===== config.mk =====
export PLATFORM = sky130hd
export DESIGN_NAME = sample_ctrl
export DESIGN_NICKNAME = d
export VERILOG_FILES = /design/src/rtl/sample_ctrl.sv
export SDC_FILE = /design/constraint.sdc
export NUM_CORES = 1
export LEC_CHECK = 0
export ABC_AREA = 1
export BUFFER_PORTS_ARGS = -buffer_cell sky130_fd_sc_hd__buf_2
export CORE_ASPECT_RATIO = 1.1
export CORE_MARGIN = 8
export CORE_UTILIZATION = 25
export CTS_CLUSTER_DIAMETER = 40
export DETAILED_ROUTE_END_ITERATION = 7
export GPL_TIMING_DRIVEN = 1
export HOLD_SLACK_MARGIN = 0.1
export SETUP_SLACK_MARGIN = 0.3
export SLEW_MARGIN = 5
export SYNTH_ARGS = -nofsm -noshare
export SYNTH_HDL_FRONTEND = slang
export SYNTH_SLANG_ARGS = --single-unit

===== constraint.sdc =====
create_clock -name clk -period 3.5 [get_ports clk]
set_clock_uncertainty 0.2 [all_clocks]
set_input_delay 0.7 -clock clk [delete_from_list [all_inputs] [get_ports clk]]
set_output_delay 0.7 -clock clk [all_outputs]
set_load 0.03 [all_outputs]

===== src/rtl/sample_ctrl.sv =====
// Sample accumulator controller: edge-detected sample intake, 4-state sequencer, batch sum/close.
// Optional macro SAMPLE_CTRL_SAT_EN: accumulator saturates on carry-out instead of wrapping.
module sample_ctrl #(
  parameter int DATA_W = 16,
  parameter int ACC_W  = 26
) (
  input  logic              clk,
  input  logic              n_reset,
  input  logic              data_ready,
  input  logic [DATA_W-1:0] sample_data,
  input  logic              one_k_samples,
  output logic              cnt_up,
  output logic              modwait,
  output logic [ACC_W-1:0]  sum_out,
  output logic              batch_done,
  output logic              err,
  output logic              ovf
);

  typedef enum logic [1:0] {IDLE, LOAD, ADD, COUNT} state_t;

  state_t              state_reg, state_next;
  logic                dr_prev_reg, ok_prev_reg;
  logic                dr_rise, ok_rise;
  logic [DATA_W-1:0]   sample_reg;
  logic [ACC_W-1:0]    acc_reg, acc_next;
  logic [ACC_W:0]      add_full;
  logic [ACC_W-1:0]    add_res;
  logic                carry;

  always_ff @(posedge clk or negedge n_reset) begin
    if (!n_reset) begin
      dr_prev_reg <= 1'b0;
      ok_prev_reg <= 1'b0;
    end else begin
      dr_prev_reg <= data_ready;
      ok_prev_reg <= one_k_samples;
    end
  end

  assign dr_rise = data_ready & ~dr_prev_reg;
  assign ok_rise = one_k_samples & ~ok_prev_reg;

  always_ff @(posedge clk or negedge n_reset) begin
    if (!n_reset) state_reg <= IDLE;
    else          state_reg <= state_next;
  end

  always_comb begin
    state_next = state_reg;
    cnt_up     = 1'b0;
    modwait    = 1'b0;
    case (state_reg)
      IDLE:  if (dr_rise) state_next = LOAD;
      LOAD:  begin modwait = 1'b1; state_next = ADD; end
      ADD:   begin modwait = 1'b1; state_next = COUNT; end
      COUNT: begin modwait = 1'b1; cnt_up = 1'b1; state_next = IDLE; end
      default: state_next = IDLE;
    endcase
  end

  // One extra bit on the adder exposes the carry-out that drives ovf.
  assign add_full = {1'b0, acc_reg} + {{(ACC_W + 1 - DATA_W){1'b0}}, sample_reg};
  assign carry    = add_full[ACC_W];

`ifdef SAMPLE_CTRL_SAT_EN
  assign add_res = carry ? {ACC_W{1'b1}} : add_full[ACC_W-1:0];
`else
  assign add_res = add_full[ACC_W-1:0];
`endif

  assign acc_next = (state_reg == ADD) ? add_res : acc_reg;

  always_ff @(posedge clk or negedge n_reset) begin
    if (!n_reset) begin
      sample_reg <= '0;
      acc_reg    <= '0;
      sum_out    <= '0;
      batch_done <= 1'b0;
      err        <= 1'b0;
      ovf        <= 1'b0;
    end else begin
      if (dr_rise && state_reg == IDLE) sample_reg <= sample_data;
      if (dr_rise && state_reg != IDLE) err <= 1'b1;
      // A batch close takes the freshly added value when it lands on the ADD exit.
      if (ok_rise) begin
        sum_out    <= acc_next;
        acc_reg    <= '0;
        ovf        <= 1'b0;
        batch_done <= 1'b1;
      end else begin
        acc_reg    <= acc_next;
        batch_done <= 1'b0;
        if (state_reg == ADD && carry) ovf <= 1'b1;
      end
    end
  end

endmodule


After elaboration in Yosys (flattened, before gate mapping)
Index checks and enable logic that the tools add are counted.
{"block": "word_totals", "ff_bits": 75, "inputBits": 20, "out_inout_bits": 31, "word_cells": 34}
{"block": "op_classes", "addsub": 1, "eq_ne": 4, "n_mux": 9, "bitwise_logic": 4, "reduce_logical": 7}
{"op": "26-bit 2-to-1 mux", "count": 2}
{"op": "26-bit by 16-bit adder with 27-bit output", "count": 1}
{"op": "2-bit one-hot mux with 4 select lines", "count": 1}
{"op": "1-bit 2-to-1 mux", "count": 5}
{"op": "2-bit == test (second input constant)", "count": 2}
{"op": "2-bit nonzero test", "count": 2}
{"op": "1-bit logical AND", "count": 3}
{"op": "3-bit OR reduction", "count": 1}
{"op": "1-bit bitwise AND", "count": 2}
{"op": "2-bit by 1-bit == test with 1-bit output (second input constant)", "count": 1}
{"op": "2-bit logical NOT", "count": 1}
{"op": "2-bit 2-to-1 mux", "count": 1}
{"op": "2-bit inequality test (second input constant)", "count": 1}
{"op": "1-bit inverter", "count": 2}

Logic depth before layout (Yosys ltp)
{"block": "depth", "word_depth": 4, "depth_mapped": 15, "mapped_depth_nobuf": 15}

Worst setup path before layout
No wires, ideal clock.
{"block": "synth_timing", "path_kind": "register to register", "startpoint": "register sample_reg[0]", "endpoint": "register sum_out[20]", "setup_ns": 0.117, "arrival_time_ns": 1.758, "t_required_ns": 3.183, "setup_slack_ns": 1.425, "path_stages_with_launch": 16, "n_path_buf": 0, "period_less_slack_ns": 2.075, "cell_sequence": "dfrtp_1 -> ha_1 -> inv_1 -> fa_1 -> inv_1 -> nand3_1 -> nand3_1 -> nand2_1 -> nand2_1 -> nand3_1 -> nand2_2 -> nand2_1 -> nand2_1 -> nand2_1 -> nand2_1 -> nand2_1"}
{"block": "synth_via", "elab_chain_cells": 2}
{"item": "start: declaration", "line": "25", "rtl": "logic [DATA_W-1:0] sample_reg;"}
{"item": "start signal: assignment", "line": "83", "rtl": "if (dr_rise && state_reg == IDLE) sample_reg <= sample_data;"}
{"item": "26-bit by 16-bit adder with 27-bit output", "line": "63", "rtl": "assign add_full = {1'b0, acc_reg} + {{(ACC_W + 1 - DATA_W){1'b0}}, sample_reg};"}
{"item": "26-bit 2-to-1 mux", "line": "72", "rtl": "assign acc_next = (state_reg == ADD) ? add_res : acc_reg;"}
{"item": "end signal: assignment", "line": "87", "rtl": "sum_out <= acc_next;"}
{"item": "end: declaration", "line": "14", "rtl": "output logic [ACC_W-1:0] sum_out,"}
No other way between the ends.
A chain may end at the register's enable or synchronous reset.

Worst setup path in the final report
Ends and elaborated chain as after synthesis.

==> run summary <==
For this design, the CTS-stage hold fixing added 0 buffers. The max-slew violation total from the final report was 0. The library cells used most frequently in the layout, excluding fill and tap cells, are nand2_1 (173), dfrtp_1 (75), inv_1 (51). The power per unit of standard cell area came out at 959.4 nW/um^2. The number of warnings issued by yosys is 0. The number of instances in the synthesized netlist came out at 530. The length in cells of the worst reg-to-reg path is 15. STA classifies the critical path startpoint as a register. The sum of negative setup slack is 0 ns. The worst setup path is captured at a register. In this design, the largest share of critical-path delay is due to simple AND/OR/NAND/NOR gates. The buffers plus inverters on the worst setup path is 2. The actual transition at the worst max-transition pin came out at 0.9564 ns. The clock passes through at most 2 buffers. The post-layout total power is 4.749 mW. The wire length of the first global-routing pass came out at 17.82 mm. The maximum operating frequency is 0.4256 GHz. The number of clock sinks came out at 75. The via total after detailed routing is 3478. Summing all multi-input logic gate instances after layout gives 2037 sq um. The top fanout value on the critical path is 6. The area of the die is 21060 sq um. The number of global-route vias before repair came out at 3562. The total count of hold-check failures in the final report came out at 0. Walking the worst path, the cells encountered are ha_1, inv_1, fa_1, inv_1, nand3_1, nand3_1, nand2_1, nand2_1, nand3_1, nand2_2, nand2_1, nand2_1, nand2_1, nand2_1, nand2_1. The worst register-to-register path begins at sample_reg[0]. The CTS tree is done.

The sequential standard cell area came out at 1877 sq um. The maximum single-stage delay on the critical path came out at 0.38 ns. The repair_antennas step left the layout with diodes totalling 0. The count of maximum capacitance violations came out at 0. Setup violations remaining at the end of the flow were counted as 0. The iteration-0 DRC count of the detailed router came out at 230. The clock transition at the registers of the reported paths is 0.06 ns.

The layout-stage area growth over the synthesis result is 18.76%. The total DRC errors in the routed layout came out at 0. The detailed-placement wirelength estimate came out at 7.604 mm. After detailed routing, the number of vias per cell comes to 4.397. The flow ran to the end, and the final reports show no timing, DRC or antenna violations.

The first detailed-routing pass ran for 4 iterations. The peak supply drop is 481.6 uV. The worst register-to-register path ends at sum_out[20]. The slack of the worst reg-to-reg path is 1.15 ns. The required arrival time at the worst endpoint came out at 3.53 ns. The number of port buffers came out at 50. The net count of the finished layout came out at 623.

Setup repair after global routing left no endpoint under its margin. Measured against its own limit, the worst slew margin works out to 36.24%. The portion of the post-synthesis area used by sequential elements is 45.03%. After clock tree synthesis, the repair step resized 0 gates. The smallest setup slack after layout came out at 1.151 ns.

The total area inside the core boundary comes to 16370 sq um. In this run the vertical extent of the chip is 151.4 um. The worst slack at placement is 1.160 ns. The net count of the mapped netlist came out at 571. The largest net degree at the start of global routing came out at 76.

The startpoint identified for the worst hold timing path is err. The number of antenna violations at the first check in global routing was 0. The average cell area after synthesis is 7.864 sq um. The synthesized netlist occupies a cell area of 4168 sq um. The library cell used most frequently in the layout, excluding fill and tap cells, is nand2_1. The slowest stage of the critical path is the fa_1 cell. In this run, placement finished with an instance count of 775. The clock buffer count from CTS came out at 9. The initial core utilization came out at 25.46%. In this design, the critical path's most frequently occurring cell is nand2_1. The min-delay analysis places its worst path in the category reg2reg. The average wire length per cell after detail routing came out at 12.96 um. The register bit total from synthesis came out at 75. The total track usage is 10.63%. The shortest clock period the worst path allows after layout is 2.349 ns. The data arrival time at the worst-slack endpoint came out at 2.38 ns. The post-detailed-route count of antenna-violating nets is 0. The count of non-filler cells in the finished layout came out at 791. The cell leakage power is 2.575 nW. The proportion of layout cells with a drive suffix above 1 came out at 18.74%. After global routing the overflow that remains totals 0. The worst setup path is of the reg2reg kind. The final weighted congestion in routability-driven placement came out at 0.9213.

The number of placed I/O pins came out at 51. Yosys mapped the design onto 31 distinct sky130hd cell types. The number of levels in the clock H-tree came out at 3. The cell depth of the worst min-delay path came out at 1. The width of the die is 139.1 um.

After floorplanning, the core was divided into 49 placement rows. The path with the worst hold slack has its endpoint at err. The share of the clock period used by the worst path came out at 67.12%.

The final wirelength is 10.25 mm. For the worst-skew pair, the clock arrives at the later sink with an insertion delay of 0.34 ns. After clock tree synthesis, the setup repair step added 0 buffers. The clock root buffer master is clkbuf_16. The number of filler instances in the final layout is 1750.
[worst max path at each step]
stage / from / end / slack, ns / depth (start not counted)
2_1_floorplan: sample_reg[0] / sum_out[20] / 1.43 / 15
3_3_place_gp: one_k_samples / sum_out[2] / 1.19 / 7
3_5_place_dp: sample_reg[0] / sum_out[16] / 1.16 / 15
4_1_cts: sample_reg[0] / sum_out[16] / 1.14 / 15
5_1_grt: acc_reg[0] / sum_out[16] / 0.82 / 15
6_report: sample_reg[0] / sum_out[20] / 1.15 / 15
[layer usage]
| metal | track usage (%) | share of wire (%) | vias up |
|---|---|---|---|
| li1 | - | - | 1800 |
| met1 | 13.05 | 46 | 1608 |
| met2 | 17.96 | 48 | 59 |
| met3 | 2.522 | 3.8 | 11 |
| met4 | 3.899 | 1.7 | 0 |
| met5 | 0 | 0 | - |
[Yosys cell counts]
cell type	n	area (sq um)
mux2i_1	1	10.01
a31o_2	1	8.760
buf_2	5	25.02
o21ai_1	5	25.02
nand4_1	1	6.260
and2_1	2	12.51
mux2_2	15	168.9
nand2_1	173	649.4
o21ai_0	16	80.08
clkinv_1	1	3.750
nor2_4	2	22.52
nand3_1	40	200.2
fa_1	1	20.02
nor2_1	45	168.9
a21oi_1	27	135.1
o21bai_1	1	7.510
ha_1	20	250.2
nor2_2	2	12.51
xnor2_1	5	43.79
nand2_2	8	50.05
o21ai_2	1	8.760
nor4_1	2	12.51
nor3_1	7	35.03
nand3_2	3	30.03
inv_1	51	191.4
clkbuf_1	7	26.28
o22ai_1	1	6.260
nand3b_1	3	22.52
buf_4	1	7.510
or2_2	8	50.05
dfrtp_1	75	1877
[layout make-up]
class	instances	share of cell area [%]
tap	204	5.157
sequential	75	37.92
clock buffer	10	4.828
multi-input combinational	390	41.15
clock inverter	6	1.289
inverter	52	3.943
timing repair buffer	54	5.713
[logic make-up (layout without fill, tap and decap cells)]
logic type	count (synthesis)	count (layout)	synth area share, %
AOI/OAI and AO/OA	52	52	6.515
xor gates and xnor gates	5	5	1.051
adders and majority gates	21	21	6.485
buffers and inverters	65	122	6.094
DFF	75	75	45.03
muxes	16	16	4.293
and+or+nand+nor	296	296	30.53
[metrics by stage]
stage | area (sq um) | hold WS [ns] | utilization, %
6_report | 4950 | 0.2708 | 30.24
3_5_place_dp | 4647 | 0.2582 | 28.39
5_1_grt | 4950 | 0.2714 | 30.24
2_1_floorplan | 4168 | 0.2044 | -
4_1_cts | 4950 | 0.2645 | 30.24
3_3_place_gp | 4647 | 0.2526 | 28.39
[report_power, final]
part,total (mW),internal (mW),switching (mW),leakage (nW)
Sequential,1.34,1.17,0.175,0.952
Combinational,2.47,0.873,1.60,1.48
Clock,0.937,0.571,0.366,0.145
Note: power is estimated with default switching activity, not from simulation.
